`config.mk`:
```
export PLATFORM = sky130hd
export DESIGN_NAME = mult_cs_pipe
export DESIGN_NICKNAME = d
export VERILOG_FILES = /design/src/rtl/mult_cs_pipe.sv
export SDC_FILE = /design/constraint.sdc
export NUM_CORES = 1
export LEC_CHECK = 0
export CAP_MARGIN = 40
export CORE_MARGIN = 2
export CORE_UTILIZATION = 30
export DETAILED_ROUTE_END_ITERATION = 7
export DONT_BUFFER_PORTS = 1
export PLACE_DENSITY = 0.45
export SLEW_MARGIN = 40
export SYNTH_ARGS = -nofsm -noshare
export SYNTH_HDL_FRONTEND = slang
export SYNTH_SLANG_ARGS = --single-unit
```
`constraint.sdc`:
```
create_clock -name clk -period 15.05 [get_ports clk]
set_input_delay 1.505 -clock clk [delete_from_list [all_inputs] [get_ports clk]]
set_output_delay 1.505 -clock clk [all_outputs]
set_load 0.005 [all_outputs]
```
`src/rtl/mult_cs_pipe.sv`:
```
// Pipelined carry-save multiplier with per-transaction signed/unsigned mode; MULT_CS_CPA_EN adds a final CPA slice and the product port.
// Latency STAGES cycles (STAGES+1 with CPA). Bubble-collapsing valid chain: in_ready falls only when every slice is full and out_ready is low.
module mult_cs_pipe #(
    parameter int WIDTH  = 16,
    parameter int STAGES = 2
) (
    input  logic                 clk,
    input  logic                 rst_n,
    input  logic                 in_valid,
    output logic                 in_ready,
    input  logic [WIDTH-1:0]     a,
    input  logic [WIDTH-1:0]     b,
    input  logic                 tc,
    output logic                 out_valid,
    input  logic                 out_ready,
    output logic [2*WIDTH-1:0]   sum,
    output logic [2*WIDTH-1:0]   carry,
    output logic                 out_tc
`ifdef MULT_CS_CPA_EN
    ,
    output logic [2*WIDTH-1:0]   product
`endif
);
    localparam int PW   = 2 * WIDTH;
    localparam int ROWS = WIDTH + 1;
`ifdef MULT_CS_CPA_EN
    localparam int NS = STAGES + 1;
`else
    localparam int NS = STAGES;
`endif

    logic [NS-1:0]    v_q;
    logic [NS-1:0]    t_q;
    logic [NS-1:0]    nxt_t;
    logic [NS:0]      ld;
    logic [NS:0]      vin;
    logic [PW-1:0]    s_q   [NS];
    logic [PW-1:0]    c_q   [NS];
    logic [PW-1:0]    nxt_s [NS];
    logic [PW-1:0]    nxt_c [NS];
    logic [WIDTH-1:0] a_q   [NS];
    logic [WIDTH-1:0] b_q   [NS];
    logic [WIDTH-1:0] nxt_a [NS];
    logic [WIDTH-1:0] nxt_b [NS];

    // Row k < WIDTH is b[k]*a at weight 2^k. In signed mode the MSB row carries
    // negative weight, so it is inverted and row WIDTH supplies the +1.
    function automatic logic [PW-1:0] pp_row(input logic [WIDTH-1:0] fa,
                                             input logic [WIDTH-1:0] fb,
                                             input logic             ftc,
                                             input int               k);
        logic [PW-1:0]    aext;
        logic [PW-1:0]    sh;
        logic [WIDTH-1:0] bsel;
        logic [PW-1:0]    r;
        aext = ftc ? {{WIDTH{fa[WIDTH-1]}}, fa} : {{WIDTH{1'b0}}, fa};
        sh   = aext << k;
        bsel = fb >> k;
        r    = '0;
        if (k < WIDTH) begin
            if (bsel[0]) r = (ftc && (k == WIDTH - 1)) ? ~sh : sh;
        end else begin
            r = {{(PW-1){1'b0}}, ftc & fb[WIDTH-1]};
        end
        return r;
    endfunction

    // Slice i loads when empty or when its successor is taking its contents.
    always_comb begin
        ld     = '0;
        ld[NS] = out_ready;
        for (int i = NS - 1; i >= 0; i--) begin
            ld[i] = !v_q[i] || ld[i + 1];
        end
    end

    assign vin      = {v_q, in_valid};
    assign in_ready = ld[0];

    for (genvar g = 0; g < STAGES; g++) begin : g_red
        localparam int LO = g * ROWS / STAGES;
        localparam int HI = (g + 1) * ROWS / STAGES;

        logic [PW-1:0]    src_s;
        logic [PW-1:0]    src_c;
        logic [WIDTH-1:0] src_a;
        logic [WIDTH-1:0] src_b;
        logic             src_t;
        logic [PW-1:0]    acc_s;
        logic [PW-1:0]    acc_c;
        logic [PW-1:0]    row;
        logic [PW-1:0]    tmp;

        if (g == 0) begin : g_head
            assign src_s = '0;
            assign src_c = '0;
            assign src_a = a;
            assign src_b = b;
            assign src_t = tc;
        end else begin : g_body
            assign src_s = s_q[g-1];
            assign src_c = c_q[g-1];
            assign src_a = a_q[g-1];
            assign src_b = b_q[g-1];
            assign src_t = t_q[g-1];
        end

        // This slice folds its share of rows into the running sum/carry pair.
        always_comb begin
            acc_s = src_s;
            acc_c = src_c;
            row   = '0;
            tmp   = '0;
            for (int k = LO; k < HI; k++) begin
                row   = pp_row(src_a, src_b, src_t, k);
                tmp   = acc_s ^ acc_c ^ row;
                acc_c = ((acc_s & acc_c) | (acc_s & row) | (acc_c & row)) << 1;
                acc_s = tmp;
            end
        end

        assign nxt_s[g] = acc_s;
        assign nxt_c[g] = acc_c;
        assign nxt_a[g] = src_a;
        assign nxt_b[g] = src_b;
        assign nxt_t[g] = src_t;
    end

`ifdef MULT_CS_CPA_EN
    logic [PW-1:0] prod_q;

    assign nxt_s[STAGES] = s_q[STAGES-1];
    assign nxt_c[STAGES] = c_q[STAGES-1];
    assign nxt_a[STAGES] = '0;
    assign nxt_b[STAGES] = '0;
    assign nxt_t[STAGES] = t_q[STAGES-1];

    always_ff @(posedge clk or negedge rst_n) begin
        if (!rst_n) begin
            prod_q <= '0;
        end else if (ld[STAGES] && vin[STAGES]) begin
            prod_q <= s_q[STAGES-1] + c_q[STAGES-1];
        end
    end

    assign product = prod_q;
`endif

    // Data registers only move when a valid transaction enters, keeping stalled outputs steady.
    always_ff @(posedge clk or negedge rst_n) begin
        if (!rst_n) begin
            v_q <= '0;
            t_q <= '0;
            for (int i = 0; i < NS; i++) begin
                s_q[i] <= '0;
                c_q[i] <= '0;
                a_q[i] <= '0;
                b_q[i] <= '0;
            end
        end else begin
            for (int i = 0; i < NS; i++) begin
                if (ld[i]) begin
                    v_q[i] <= vin[i];
                    if (vin[i]) begin
                        s_q[i] <= nxt_s[i];
                        c_q[i] <= nxt_c[i];
                        a_q[i] <= nxt_a[i];
                        b_q[i] <= nxt_b[i];
                        t_q[i] <= nxt_t[i];
                    end
                end
            end
        end
    end

    assign out_valid = v_q[NS-1];
    assign sum       = s_q[NS-1];
    assign carry     = c_q[NS-1];
    assign out_tc    = t_q[NS-1];

endmodule

```
==> results.md <==
- The flow ran to the end, and the final reports show no timing, DRC or antenna violations.
- Averaged over all synthesized cells, the footprint is 11.64 sq um.
- Across the run, the number of max-cap violations was 0.
- Entering global routing, the biggest net connects 133 pins.
- Of all nets on the critical path, the largest fanout is 10.
- In this run the number of H-tree levels came out at 4.
- The number of enable flip-flop cells after synthesis is 0.
- The hold violation total from the final report was 0.
- The path type of the worst setup path is reg2reg.
- The biggest area contributor in the post-synthesis netlist is fa_1.
- Setup repair after global routing left no endpoint under its margin.
- The number of global-route vias before repair is 8217.
- After synthesis, the cell types taking the most area are fa_1, dfrtp_1, mux2_2, ha_1, inv_1.
- The worst pin sits at a relative slew slack of 47.36%.
- The wire length of the first global-routing pass is 43730 um.
- The die extent in y is 213.2 um.
- On the worst path, the slowest cell contributes a delay of 0.54 ns.
- In this run the critical register-to-register path is launched from g_red[1].src_a[15].
- After clock tree synthesis, the flow added hold-fix buffers numbering 0.
- The clock passes through at most 2 buffers.
- The worst path in the final design needs a cycle of 5.679 ns, including I/O delays and setup.
- Along the worst hold path, the cell count comes to 1.
- The clock transition at the registers of the reported paths is 0.06 ns.
- The number of synthesis warnings is 0.
- The global route total overflow is 0.
- The share of layout cells above drive strength 1 is 14.86%.
- The routed via count is 7134.
- The kind of path behind the tightest hold check is reg2reg.
- The HPWL after detailed placement is 21380 um.
- At the later pin of the worst-skew pair, clock insertion delay measures 0.44 ns.
- The first-iteration detailed-routing DRC count is 242.
- After synthesis, the netlist uses 30 different library cells.
- Clock tree synthesis found a total of 132 sinks.
- The total negative slack is 0 ns.
- The repair_antennas step left the layout with diodes totalling 0.
- The count of mapped cells out of synthesis is 1128.
- The number of gates resized after cts is 0.
- In the final layout, the multi-input gates occupy 0.008708 sq mm.
- The worst path uses 37.73% of the clock period.
- The per-cell via count in the routed design is 4.224.
- The final layout contains routed wiring with a total length of 25890 um.
- The placer congestion estimate is 0.7242.
- The share of the synthesized area in the top cell type is 35.98%.
- The core box area is 0.04317 sq mm.
- The share of synthesized flip-flops with an asynchronous set or reset is 100.0%.
- The number of I/O pins is 104.
- The number of nets in the finished design is 1431.
- The startpoint type of the worst setup path is a register.
- The area growth from synthesis to layout is 7.775%.
- STA puts the critical path data required time at 15.37 ns.
- The floorplan has 76 rows.
- For this configuration, the core starts out at a cell density of 30.42%.
- The iteration count of the initial detailed-routing pass is 4.
- The pin slew with the least headroom to its limit is 0.7896 ns.
- The layout has 4419 filler cells.
- The startpoint identified for the worst hold timing path is g_red[1].src_s[8].
- The most frequently used flop master after synthesis is dfrtp_1.
- The number of port buffers is 0.
- Walking the worst path, the cells encountered are ha_1 > and2_1 > fa_1 > fa_1 > fa_1 > fa_1 > inv_1 > fa_1 > fa_1 > inv_1 > fa_1 > inv_1 > fa_1 > inv_1 > ha_1 > mux2_2.
- The number of antenna violations at the first check in global routing is 1.
- The sequential cells in the finished layout cover a total of 0.003303 sq mm.
- The number of pins exceeding their max-slew limit in the final report is 0.
- The cell count of the worst reg-to-reg path is 16.
- The die covers 0.04546 sq mm.
- The timing startpoint of the critical path is g_red[1].src_a[15].
- The cell with the largest stage delay on the worst path is fa_1.
- Setup violations remaining at the end of the flow were counted as 0.
- The clock skew after layout is 0.007386 ns.
- The all-layer global routing usage is 12.38%.
- The arrival time of the worst setup path is 6.00 ns.
- The nature of the critical path endpoint is a register.
- The top achievable clock speed is 0.1761 GHz.
- The root cell of the clock tree is clkbuf_16.
- The number of buffers added by the clock tree synthesis step is 17.
- For this run, design rule violations remaining after detail routing come to 0.
- Counting every net in the synthesized netlist gives 1467.
- The per-cell routed wire length is 15.33 um.
- The portion of the post-synthesis area used by sequential elements is 25.15%.
- The critical path's most frequent cell is fa_1.
- After synthesis the cells add up to 0.01313 sq mm.
- In this run the post-CTS setup repair buffer count came out at 0.
- TritonCTS built the clock tree.
- In this run the horizontal extent of the chip is 213.2 um.
- Once detail routing completed, the nets flagged for antenna violations numbered 0.
- The number of register bits inferred by synthesis is 132.
==> routing by layer <==
metal / GRT usage [%] / share of wire [%]
met1: 16.38 / 47
met2: 19.78 / 46
met3: 3.456 / 5.3
met4: 3.640 / 1.2
met5: 0 / 0.050
==> placed cells by master (no fill, tap or decap), drive strengths merged <==
| master | n |
|---|---|
| inv | 207 |
| fa | 236 |
| and3 | 4 |
| dfrtp | 132 |
| nand2 | 158 |
| xnor3 | 1 |
| xnor2 | 2 |
| nor2b | 1 |
| nor2 | 1 |
| nand2b | 2 |
| nand3 | 4 |
| or2b | 1 |
| clkinv | 4 |
| xor2 | 16 |
| ha | 66 |
| bufinv | 2 |
| and2 | 109 |
| nand3b | 1 |
| clkbuf | 18 |
| o21ai | 1 |
| mux2i | 5 |
| conb | 1 |
| clkinvlp | 2 |
| mux2 | 125 |
| buf | 5 |
==> kinds of logic after synthesis <==
family | share of synthesized area [%]
AOI/OAI and AO/OA | 0.03808
xor gates and xnor gates | 1.372
adders and majority gates | 42.27
buffers and inverters | 8.566
DFF | 25.15
muxes | 12.10
other | 0.02856
and+or+nand+nor | 10.47
==> final timing paths <==
path / endpoint / slack [ns]
max: sum[27] / 9.37
min: g_red[1].src_s[8] / 0.51
max reg2reg: sum[27] / 9.37
min reg2reg: g_red[1].src_s[8] / 0.51
max in group asynchronous: carry[23] / 13.97
min in group asynchronous: carry[29] / 0.78
==> layout make-up <==
type,count,area share [%]
tap,585,5.172
multi-input combinational,734,61.53
clock inverter,13,1.052
inverter,202,5.358
sequential,132,23.34
timing repair buffer,5,0.4420
clock buffer,18,3.103
==> worst max-delay path: cells and delay by family, from the launching register on <==
| family | cells | cell delay [ns] |
|---|---|---|
| adder cells (fa/ha/maj) | 10 | 4.41 |
| multiplexers | 1 | 0.26 |
| AND/OR/NAND/NOR | 1 | 0.17 |
| buffers and inverters | 4 | 0.20 |
| flip-flops | 1 | 0.53 |
==> sequential cells by signal, indices dropped and copies added (netlist names) <==
signal / count
sum: 32
v_q: 2
carry: 31
g_red.src_a: 16
g_red.src_s: 24
g_red.src_b: 8
g_red.src_c: 17
t_q: 2
==> synthesized netlist by cell type, types with 5 or more instances <==
| cell | n |
|---|---|
| and2_1 | 109 |
| dfrtp_1 | 132 |
| mux2_2 | 90 |
| mux2_4 | 35 |
| fa_1 | 236 |
| clkbuf_1 | 39 |
| inv_1 | 202 |
| mux2i_1 | 5 |
| ha_1 | 66 |
| xor2_1 | 16 |
| buf_6 | 5 |
| nand2_1 | 156 |
==> metrics by stage <==
stage	setup WS [ns]	hold WS, ns	utilization (%)	std cells	instance area [sq um]
after CTS	9.354	0.5126	32.78	1689	14150
after global placement	9.472	0.4938	31.33	1656	13520
after detailed placement	9.350	0.4994	31.42	1658	13560
after floorplan	9.674	0.4793	-	1128	13130
after global routing	9.166	0.5285	32.78	1689	14150
final	9.371	0.5079	32.78	1689	14150
Power is not shown: default switching activity piles up to over one toggle a cycle in this logic, so the estimate is an artifact.
